## src/rtl/tia_pkg.sv

```systemverilog
// Shared constants and the LFSR next-state function for the TIA horizontal counter.
// The HC_* values are the counter states reached after 0/4/8/17/19/37/56 steps from zero.
package tia_pkg;

  localparam int HC_WIDTH = 6;

  localparam logic [HC_WIDTH-1:0] HC_SHB  = 6'b000000;  // index 0: line start
  localparam logic [HC_WIDTH-1:0] HC_SHS  = 6'b111100;  // index 4: hsync on
  localparam logic [HC_WIDTH-1:0] HC_RHS  = 6'b110111;  // index 8: hsync off
  localparam logic [HC_WIDTH-1:0] HC_RHB  = 6'b101110;  // index 17: hblank off (no hmove)
  localparam logic [HC_WIDTH-1:0] HC_LRHB = 6'b101011;  // index 19: late hblank off
  localparam logic [HC_WIDTH-1:0] HC_CNT  = 6'b110110;  // index 37: centre
  localparam logic [HC_WIDTH-1:0] HC_END  = 6'b010100;  // index 56: last count

  function automatic logic [HC_WIDTH-1:0] hc_next(input logic [HC_WIDTH-1:0] q);
    return {q[0] ~^ q[1], q[HC_WIDTH-1:1]};
  endfunction

endpackage

```

## src/rtl/tia_horizontal_counter_if.sv

```systemverilog
// Signal bundle between the timing front end (biphase generator, register decoder)
// and the horizontal counter.
// No valid/ready handshake: phi1/phi2 are level enables sampled each clk; rsync and
// hmove are single-clk strobes; shb/hcenter/line_end are single-clk pulses.
interface tia_horizontal_counter_if;
  import tia_pkg::*;

  logic                phi1;
  logic                phi2;
  logic                rsync;
  logic                hmove;
  logic [HC_WIDTH-1:0] hc;
  logic                hblank;
  logic                hsync;
  logic                shb;
  logic                hcenter;
  logic                line_end;

  modport master (
    output phi1, phi2, rsync, hmove,
    input  hc, hblank, hsync, shb, hcenter, line_end
  );

  modport slave (
    input  phi1, phi2, rsync, hmove,
    output hc, hblank, hsync, shb, hcenter, line_end
  );

endinterface

```

## src/rtl/tia_lfsr6.sv

```systemverilog
// Two-phase master/slave 6-bit polynomial counter: phi1 computes the next value into
// the master stage, phi2 commits the master stage into the visible count.
module tia_lfsr6
  import tia_pkg::*;
(
  input  logic                clk,
  input  logic                rl,
  input  logic                phi1,
  input  logic                phi2,
  input  logic                load_zero,
  output logic [HC_WIDTH-1:0] q,
  output logic [HC_WIDTH-1:0] master
);

  // Both phases high at once is illegal and leaves both stages untouched.
  always_ff @(posedge clk or negedge rl) begin
    if (!rl) begin
      q      <= '0;
      master <= '0;
    end else if (phi1 && !phi2) begin
      master <= load_zero ? '0 : hc_next(q);
    end else if (phi2 && !phi1) begin
      q <= master;
    end
  end

endmodule

```

## src/rtl/tia_horizontal_counter.sv

```systemverilog
// TIA horizontal counter: runs the two-phase LFSR and decodes each committed count
// into hblank/hsync levels and the line start, centre and end pulses.
module tia_horizontal_counter
  import tia_pkg::*;
(
  input  logic                     clk,
  input  logic                     rl,
  tia_horizontal_counter_if.slave  bus
);

  logic                p1_edge;
  logic                p2_edge;
  logic                load_zero;
  logic                rsync_pend;
  logic                hmove_lat;
  logic                hblank_q;
  logic                hsync_q;
  logic                shb_q;
  logic                hcenter_q;
  logic                line_end_q;
  logic [HC_WIDTH-1:0] hc_q;
  logic [HC_WIDTH-1:0] master;

  assign p1_edge   = bus.phi1 & ~bus.phi2;
  assign p2_edge   = bus.phi2 & ~bus.phi1;
  // A strobe on the same clk as phi1 is honoured on that very edge.
  assign load_zero = rsync_pend | bus.rsync | (hc_q == HC_END);

  tia_lfsr6 u_lfsr (
    .clk       (clk),
    .rl        (rl),
    .phi1      (bus.phi1),
    .phi2      (bus.phi2),
    .load_zero (load_zero),
    .q         (hc_q),
    .master    (master)
  );

  // Decodes look at master on the commit edge, so they land together with hc.
  always_ff @(posedge clk or negedge rl) begin
    if (!rl) begin
      rsync_pend <= 1'b0;
      hmove_lat  <= 1'b0;
      hblank_q   <= 1'b1;
      hsync_q    <= 1'b0;
      shb_q      <= 1'b0;
      hcenter_q  <= 1'b0;
      line_end_q <= 1'b0;
    end else begin
      shb_q      <= 1'b0;
      hcenter_q  <= 1'b0;
      line_end_q <= 1'b0;

      if (p1_edge)
        rsync_pend <= 1'b0;
      else if (bus.rsync)
        rsync_pend <= 1'b1;

      if (bus.hmove)
        hmove_lat <= 1'b1;
      else if (p2_edge && master == HC_SHB)
        hmove_lat <= 1'b0;

      if (p2_edge) begin
        if (master == HC_SHB) begin
          hblank_q <= 1'b1;
          shb_q    <= 1'b1;
        end
        if (master == HC_SHS)
          hsync_q <= 1'b1;
        if (master == HC_RHS)
          hsync_q <= 1'b0;
        if (master == HC_RHB && !hmove_lat)
          hblank_q <= 1'b0;
        if (master == HC_LRHB)
          hblank_q <= 1'b0;
        if (master == HC_CNT)
          hcenter_q <= 1'b1;
        if (master == HC_END)
          line_end_q <= 1'b1;
      end
    end
  end

  assign bus.hc       = hc_q;
  assign bus.hblank   = hblank_q;
  assign bus.hsync    = hsync_q;
  assign bus.shb      = shb_q;
  assign bus.hcenter  = hcenter_q;
  assign bus.line_end = line_end_q;

endmodule

```

## src/flat_wrapper.sv

```systemverilog
// flat-port wrapper written by rule: the top's interface ports become plain ports
module tia_horizontal_counter_flat import tia_pkg::*;
  (clk, rl, bus_phi1, bus_phi2, bus_rsync, bus_hmove, bus_hc, bus_hblank, bus_hsync, bus_shb, bus_hcenter, bus_line_end);
  tia_horizontal_counter_if bus_i ();
  input  logic clk;
  input  logic rl;
  input wire logic [$bits(bus_i.phi1)-1:0] bus_phi1;
  input wire logic [$bits(bus_i.phi2)-1:0] bus_phi2;
  input wire logic [$bits(bus_i.rsync)-1:0] bus_rsync;
  input wire logic [$bits(bus_i.hmove)-1:0] bus_hmove;
  output wire logic [$bits(bus_i.hc)-1:0] bus_hc;
  output wire logic [$bits(bus_i.hblank)-1:0] bus_hblank;
  output wire logic [$bits(bus_i.hsync)-1:0] bus_hsync;
  output wire logic [$bits(bus_i.shb)-1:0] bus_shb;
  output wire logic [$bits(bus_i.hcenter)-1:0] bus_hcenter;
  output wire logic [$bits(bus_i.line_end)-1:0] bus_line_end;
  assign bus_i.phi1 = bus_phi1;
  assign bus_i.phi2 = bus_phi2;
  assign bus_i.rsync = bus_rsync;
  assign bus_i.hmove = bus_hmove;
  assign bus_hc = bus_i.hc;
  assign bus_hblank = bus_i.hblank;
  assign bus_hsync = bus_i.hsync;
  assign bus_shb = bus_i.shb;
  assign bus_hcenter = bus_i.hcenter;
  assign bus_line_end = bus_i.line_end;
  tia_horizontal_counter u_core (.clk(clk), .rl(rl), .bus(bus_i));
endmodule
```

## config.mk

```make
export PLATFORM = sky130hd
export DESIGN_NAME = tia_horizontal_counter_flat
export DESIGN_NICKNAME = d
export VERILOG_FILES = /design/src/rtl/tia_pkg.sv /design/src/rtl/tia_horizontal_counter_if.sv /design/src/rtl/tia_lfsr6.sv /design/src/rtl/tia_horizontal_counter.sv /design/src/flat_wrapper.sv
export SDC_FILE = /design/constraint.sdc
export NUM_CORES = 1
export LEC_CHECK = 0
export ABC_AREA = 1
export CAP_MARGIN = 15
export CORE_MARGIN = 2
export CORE_UTILIZATION = 45
export DETAILED_ROUTE_END_ITERATION = 12
export PLACE_DENSITY = 0.8
export SLEW_MARGIN = 20
export SYNTH_ARGS = -nofsm -noshare
export SYNTH_HDL_FRONTEND = slang
export SYNTH_SLANG_ARGS = --single-unit
export TNS_END_PERCENT = 5
```

## constraint.sdc

```tcl
create_clock -name clk -period 3.2 [get_ports clk]
set_input_delay 0.64 -clock clk [delete_from_list [all_inputs] [get_ports clk]]
set_output_delay 0.64 -clock clk [all_outputs]
set_load 0.005 [all_outputs]
```

==> impl_results.md, run 1 <==
* Run status: completed
* CTS tree: done
* Yosys cell types at 20
* Via count of the first global-routing pass at 676
* Number of synthesis warnings at 0
* Routability cong. at 0.852
* Slowest cell on crit path: sky130_fd_sc_hd__dfstp_2
* Top library cells by usage in the layout, fill and taps aside: sky130_fd_sc_hd__nand2_1 (24), sky130_fd_sc_hd__inv_1 (19), sky130_fd_sc_hd__dfrtp_1 (18)
* Required time of the critical path at 2.56 ns
* Die Area at 2350 um^2
* Share of the yosys chip area belonging to registers at 53.5%
* DRC violation count after routing at 0
* Setup-failing EPs final at 0
* Buf/Inv on CP at 1
* Total Nets Final at 134
* Transition at the pin with the smallest max-transition slack at 0.829 ns
* Max Clk Rate at 509 MHz
* Number of antenna violations at the first check in global routing at 0
* Area of the mapped netlist at 891 um^2
* Max cap viols at 0
* Class of the most critical setup path: flip-flop to output pin
* Worst Hold Depth at 2
* Share of the cycle needed by the critical path after routing at 61.4%
* Max VDD drop at 0.191 mV
* Gates resized, CTS repair at 0
* Most common cell after layout, fill and taps aside: sky130_fd_sc_hd__nand2_1
* Post-Synthesis Mean Instance Area at 8.33 um^2
* Site row count at 16
* Horizontal die dimension at 48.5 um
* Post-CTS setup-driven buffer insertion count at 0
* Total power after layout at 428 uW
* Delay of the slowest critical-path stage at 0.54 ns
* R2r setup slk at 1.97 ns
* DR vias at 716
* WL/cell at 10.8 um
* Count of endpoints failing hold in the final timing report at 0
* Class of the tightest hold or removal check: flip-flop to flip-flop
* Standby leakage power at 0.000543 uW
* Vert. Die Dim at 48.5 um
* RSZ-0062 raised after global routing: false
* Non-filler instance count after layout at 153
* First-pass GRT wire length at 2940 um
* Number of top-level pins at 17
* Total congestion overflow after global routing at 0
* Flops & latches, synth at 19
* DR pass1 iterations at 4
* H-tree depth at 1
* End-of-flow core utilization at 57.2%
* Cells after synthesis at 107
* Final routed wirelength across all metal layers at 1650 um
* Initial cell density of the core at 46.4%
* Cell type group with the largest total delay on the critical path: flip-flops
* Layout Skew at 0.00230 ns
* Clock Path Buffers at 2
* Relative max-transition margin at 44.6%
* Cell count of the worst reg-to-reg path at 7
* DR vias/cell at 4.68
* Proportion of layout cells with a drive suffix above 1 at 14.3%
* Number of routed nets with antenna violations at 0
* Start of the worst register-to-register path: u_core.u_lfsr.q[1]
* Filler cell count in the final layout at 190
* Post-synthesis net count at 114
* Area added between synthesis and finish at 23.5%
* Cts bufs inserted at 3
* Total placed cells including tap cells at 149
* Critical path endpoint category: output pin
* Clock sinks at 19
* PortBufs at 16
* Pin count of the biggest net entering global routing at 20
* Clock slew at the register clock pins of the worst setup and hold paths at 0.11 ns
* Placed wire-length estimate at 1270 um
* Worst-path maximum fanout at 2
* Setup_tns at 0 ns
* Final max-slew violation count at 0
* Tot GR Track Use at 15.9%
* Power density over the cells at 389 nW/um^2
* Clock insertion delay at the later pin of the skew report at 0.29 ns
* Startpoint of the worst hold path: u_core.hmove_lat
* Chain of cells forming the critical path: clkdlybuf4s50_1
* Worst min-delay path endpoint: u_core.hmove_lat
* Total core area at 1920 um^2
* Shortest period the worst path allows at 1.96 ns
* Antenna diodes at 0
* Clock root buffer: sky130_fd_sc_hd__clkbuf_4
* Startpoint type of the worst setup path: flip-flop
* Starting DRC count in detailed routing at 11
* Signal arrival time at the worst endpoint at 1.32 ns
* Endpoint of the most critical register-to-register path: u_core.u_lfsr.master[5]
* Cts hold-fix bufs at 0
[kinds of logic after synthesis]
logic type	synth area share, %
and+or+nand+nor	26.7
adders and majority gates	1.40
DFF	53.5
AOI/OAI and AO/OA	7.02
buffers and inverters	11.4
[synthesized netlist by cell type]
| master | instances | area, um^2 |
|---|---|---|
| sky130_fd_sc_hd__nand2_2 | 5 | 31.3 |
| sky130_fd_sc_hd__nand3b_1 | 1 | 7.51 |
| sky130_fd_sc_hd__buf_6 | 1 | 11.3 |
| sky130_fd_sc_hd__nand2_1 | 24 | 90.1 |
| sky130_fd_sc_hd__nor2_2 | 2 | 12.5 |
| sky130_fd_sc_hd__and3_1 | 1 | 6.26 |
| sky130_fd_sc_hd__ha_1 | 1 | 12.5 |
| sky130_fd_sc_hd__inv_1 | 19 | 71.3 |
| sky130_fd_sc_hd__o21ai_0 | 10 | 50.1 |
| sky130_fd_sc_hd__dfstp_2 | 1 | 26.3 |
| sky130_fd_sc_hd__dfrtp_1 | 18 | 450 |
| sky130_fd_sc_hd__inv_2 | 5 | 18.8 |
| sky130_fd_sc_hd__nor3_1 | 1 | 5.00 |
| sky130_fd_sc_hd__nand3_1 | 7 | 35.0 |
| sky130_fd_sc_hd__o21bai_1 | 1 | 7.51 |
| sky130_fd_sc_hd__nor2_4 | 1 | 11.3 |
| sky130_fd_sc_hd__a21oi_1 | 1 | 5.00 |
| sky130_fd_sc_hd__nand4_1 | 1 | 6.26 |
| sky130_fd_sc_hd__nor2_1 | 6 | 22.5 |
| sky130_fd_sc_hd__nor3_2 | 1 | 10.0 |
[routing by layer]
metal	share of wire (%)	track usage (%)	wire, um	vias up
li1	-	-	-	361
met1	42	20.4	698	323
met2	49	27.3	800	28
met3	7.5	3.40	123	4
met4	1.4	4.29	23	0
met5	0	0	0	-
[worst max path at each step]
stage	slack, ns	endpoint	cells past startpoint	start
after CTS	1.23	bus_hblank	1	u_core.bus.hblank
after global routing	1.19	bus_hblank	1	u_core.bus.hblank
after floorplan	2.04	u_core.bus.hsync	6	bus_phi1
after global placement	1.45	u_core.bus.hsync	6	bus_phi2
after detailed placement	1.41	u_core.bus.hsync	6	bus_phi2
final	1.24	bus_hblank	1	u_core.bus.hblank
[layout make-up]
cell class / instances / area, um^2 / area share (%)
timing repair buffer: 16 / 160 / 14.6
multi-input combinational: 63 / 313 / 28.4
tap: 27 / 33.8 / 3.07
inverter: 24 / 90.1 / 8.19
clock buffer: 4 / 26.3 / 2.39
sequential: 19 / 477 / 43.3
[per-stage QoR]
stage | hold WS, ns | setup slack, ns | cell area [um^2]
3_5_place_dp | 0.469 | 1.41 | 1070
4_1_cts | 0.495 | 1.23 | 1100
2_1_floorplan | 0.344 | 2.04 | 891
6_report | 0.493 | 1.24 | 1100
5_1_grt | 0.543 | 1.19 | 1100
3_3_place_gp | 0.466 | 1.45 | 1070
[registers in the layout, indices dropped and copies added (netlist names)]
register / count
u_core.bus.hsync: 1
u_core.u_lfsr.q: 6
u_core.u_lfsr.master: 6
u_core.hmove_lat: 1
u_core.bus.hblank: 1
u_core.bus.shb: 1
u_core.rsync_pend: 1
u_core.bus.hcenter: 1
u_core.bus.line_end: 1
[power breakdown]
group          internal [uW]  switching (uW)  total, uW
clock network           48.5            72.3        121
logic                   22.4            27.2       49.7
registers                250            7.22        257
Note: power is estimated with default switching activity, not from simulation.
==> inputs of run 2 (changes only) <==
--- a/config.mk
+++ b/config.mk
@@ -8,9 +8,9 @@
 export ABC_AREA = 1
 export CAP_MARGIN = 15
 export CORE_MARGIN = 2
-export CORE_UTILIZATION = 45
+export CORE_UTILIZATION = 44
 export DETAILED_ROUTE_END_ITERATION = 12
-export PLACE_DENSITY = 0.8
+export PLACE_DENSITY = 0.81
 export SLEW_MARGIN = 20
 export SYNTH_ARGS = -nofsm -noshare
 export SYNTH_HDL_FRONTEND = slang
==> constraint.sdc (replaced) <==
create_clock -name clk -period 1.8 [get_ports clk]
set_input_delay 0.36 -clock clk [delete_from_list [all_inputs] [get_ports clk]]
set_output_delay 0.36 -clock clk [all_outputs]
set_load 0.005 [all_outputs]
==> run 2 against run 1 <==
Net effect: global-route usage increased by 0.75 points; die area grew 2.1%; critical path depth unchanged; highest routed layer unchanged; core utilization decreased by 0.20 points.
==> impl_results.md, run 2 (synthesis results as in run 1) <==
* Area added between synthesis and finish at 24.3%
* CTS tree: done
* Worst setup slack after placement at 0.242 ns (-1.16 ns)
* Clock slew at the register clock pins of the worst setup and hold paths at 0.10 ns (about the same)
* Starting DRC count in detailed routing at 13 (+2)
* Total congestion overflow after global routing at 0 (unchanged)
* Cts hold-fix bufs at 0 (unchanged)
* Standby leakage power at 0.000548 uW (+0.88%)
* Horizontal die dimension at 49.0 um (+1.0%)
* Via count of the first global-routing pass at 725 (+7.2%)
* H-tree depth at 1 (unchanged)
* Chain of cells forming the critical path: clkdlybuf4s50_1
* Clock root buffer: sky130_fd_sc_hd__clkbuf_4
* Total Nets Final at 135 (+0.75%)
* Final max-slew violation count at 0 (unchanged)
* Post-CTS setup-driven buffer insertion count at 0 (unchanged)
* Run status: completed
* Number of top-level pins at 17 (unchanged)
* Register Area at 477 um^2 (unchanged)
* Layout Skew at 0.00233 ns (+0.0000288 ns)
* Internal power of the cells at 572 uW (+78%)
* Clock insertion delay at the later pin of the skew report at 0.30 ns (about the same)
* Site row count at 16 (unchanged)
* Total placed cells including tap cells at 150 (+0.67%)
* Critical path endpoint category: output pin
* DR vias/cell at 4.84 (+3.4%)
* Total non-filler cell area in the finished layout at 1110 um^2 (+0.68%)
* Max cap viols at 0 (unchanged)
* DR vias at 745 (+4.1%)
* Multi-input gate area in the final layout at 313 um^2 (unchanged)
* Max VDD drop at 0.459 mV (+140%)
* Number of antenna violations at the first check in global routing at 0 (unchanged)
* Vert. Die Dim at 49.0 um (+1.0%)
* Required time of the critical path at 1.44 ns (-1.12 ns)
* Total core area at 1940 um^2 (+1.0%)
* First-pass GRT wire length at 3020 um (+2.6%)
* Placed wire-length estimate at 1360 um (+7.0%)
* Share of the cycle needed by the critical path after routing at 94.1%
* Relative max-transition margin at 72.5% (+28 points)
* Shortest period the worst path allows at 1.69 ns
* Class of the tightest hold or removal check: primary input to asynchronous set/reset pin
* Transition at the pin with the smallest max-transition slack at 0.411 ns (-0.418 ns)
* Fin Hold WS at 0.339 ns (-0.154 ns)
* Top library cells by usage in the layout, fill and taps aside: sky130_fd_sc_hd__nand2_1 (24), sky130_fd_sc_hd__inv_1 (19), sky130_fd_sc_hd__dfrtp_1 (18)
* Gates resized, CTS repair at 0 (unchanged)
* Setup_tns at 0 ns (unchanged)
* Filler cell count in the final layout at 182 (-4.2%)
* Delay of the slowest critical-path stage at 0.54 ns (about the same)
* Power share of the clock group at 28.5% (+0.2 points)
* Cell type group with the largest total delay on the critical path: flip-flops
* Final routed wirelength across all metal layers at 1690 um (+2.7%)
* Signal arrival time at the worst endpoint at 1.33 ns (about the same)
* Non-filler instance count after layout at 154 (+0.65%)
* Clock Path Buffers at 2 (unchanged)
* Routability cong. at 0.878 (+3.0%)
* Proportion of layout cells with a drive suffix above 1 at 15.0% (+0.67 points)
* Number of routed nets with antenna violations at 0 (unchanged)
* Pin count of the biggest net entering global routing at 14 (-30%)
* Class of the most critical setup path: flip-flop to output pin
* Count of endpoints failing hold in the final timing report at 0 (unchanged)
* Power density over the cells at 691 nW/um^2 (+78%)
* Startpoint type of the worst setup path: flip-flop
* Worst-path maximum fanout at 2 (unchanged)
* Most common cell after layout, fill and taps aside: sky130_fd_sc_hd__nand2_1
* Reported net switching power at 193 uW (+80%)
* Initial cell density of the core at 45.9% (-0.48 points)
* Net Sw Frac at 25.2% (+0.21 points)
* Cts bufs inserted at 3 (unchanged)
* Comb pwr share at 11.8% (+0.2 points)
* Post-route setup slack at 0.106 ns (-1.13 ns)
* Sequential share of power at 59.6% (-0.5 points)
* DR pass1 iterations at 4 (unchanged)
* PortBufs at 16 (unchanged)
* RSZ-0062 raised after global routing: false
* Setup-failing EPs final at 0 (unchanged)
* Slowest cell on crit path: sky130_fd_sc_hd__dfstp_2
* Clock sinks at 19 (unchanged)
* WL/cell at 11.0 um (+2.0%)
* DRC violation count after routing at 0 (unchanged)
* Antenna diodes at 0 (unchanged)
* Post-DP Area at 1080 um^2 (+0.70%)
* Registers with the highest flip-flop counts: u_core.u_lfsr.master x6, u_core.u_lfsr.q x6
* Tot GR Track Use at 16.6% (+0.75 points)
* Die Area at 2400 um^2 (+2.1%)
* Buf/Inv on CP at 1 (unchanged)
* Max Clk Rate at 590 MHz
## run 2: cell count changes in the layout (fill, tap and decap cells not counted), sizes merged
cell / change
buf: +1
## run 2: final cells by class
class | count | share of cell area [%]
tap | 27 | 3.05
sequential | 19 | 43.1
multi-input combinational | 63 | 28.2
inverter | 24 | 8.14
timing repair buffer | 17 | 15.1
clock buffer | 4 | 2.37
## run 2: worst paths after layout
path                            slack [ns]  cells past startpoint                from                      end
worst min-delay path                  0.34                      1                  rl         u_core.hmove_lat
max in group asynchronous             0.97                      2                  rl       u_core.u_lfsr.q[3]
worst min register to register        0.48                      2    u_core.hmove_lat         u_core.hmove_lat
min in group clk                      0.48                      2    u_core.hmove_lat         u_core.hmove_lat
worst max-delay path                  0.11                      1   u_core.bus.hblank               bus_hblank
worst max register to register        0.58                      7  u_core.u_lfsr.q[1]  u_core.u_lfsr.master[3]
## run 2: per-layer routing
layer  vias up  wire length [um]  GRT usage, %
li1        367                 -             -
met1       347               750          20.2
met2        26               816          27.2
met3         5                80          3.07
met4         0                41          10.5
met5         -                 0             0
## run 2: power groups by stage
stage	sequential, uW	clock (uW)	combinational, uW
finish	456	218	90.3
global placement	464	0	88.0
global route	459	245	104
detailed placement	464	0	90.0
CTS	456	224	91.4
floorplan	464	0	45.1
## run 2: per-stage QoR
stage | utilization [%] | power (uW)
finish | 57.0 | 765
global route | 57.0 | 808
CTS | 57.0 | 771
detailed placement | 55.7 | 554
global placement | 55.7 | 552
floorplan | - | 509
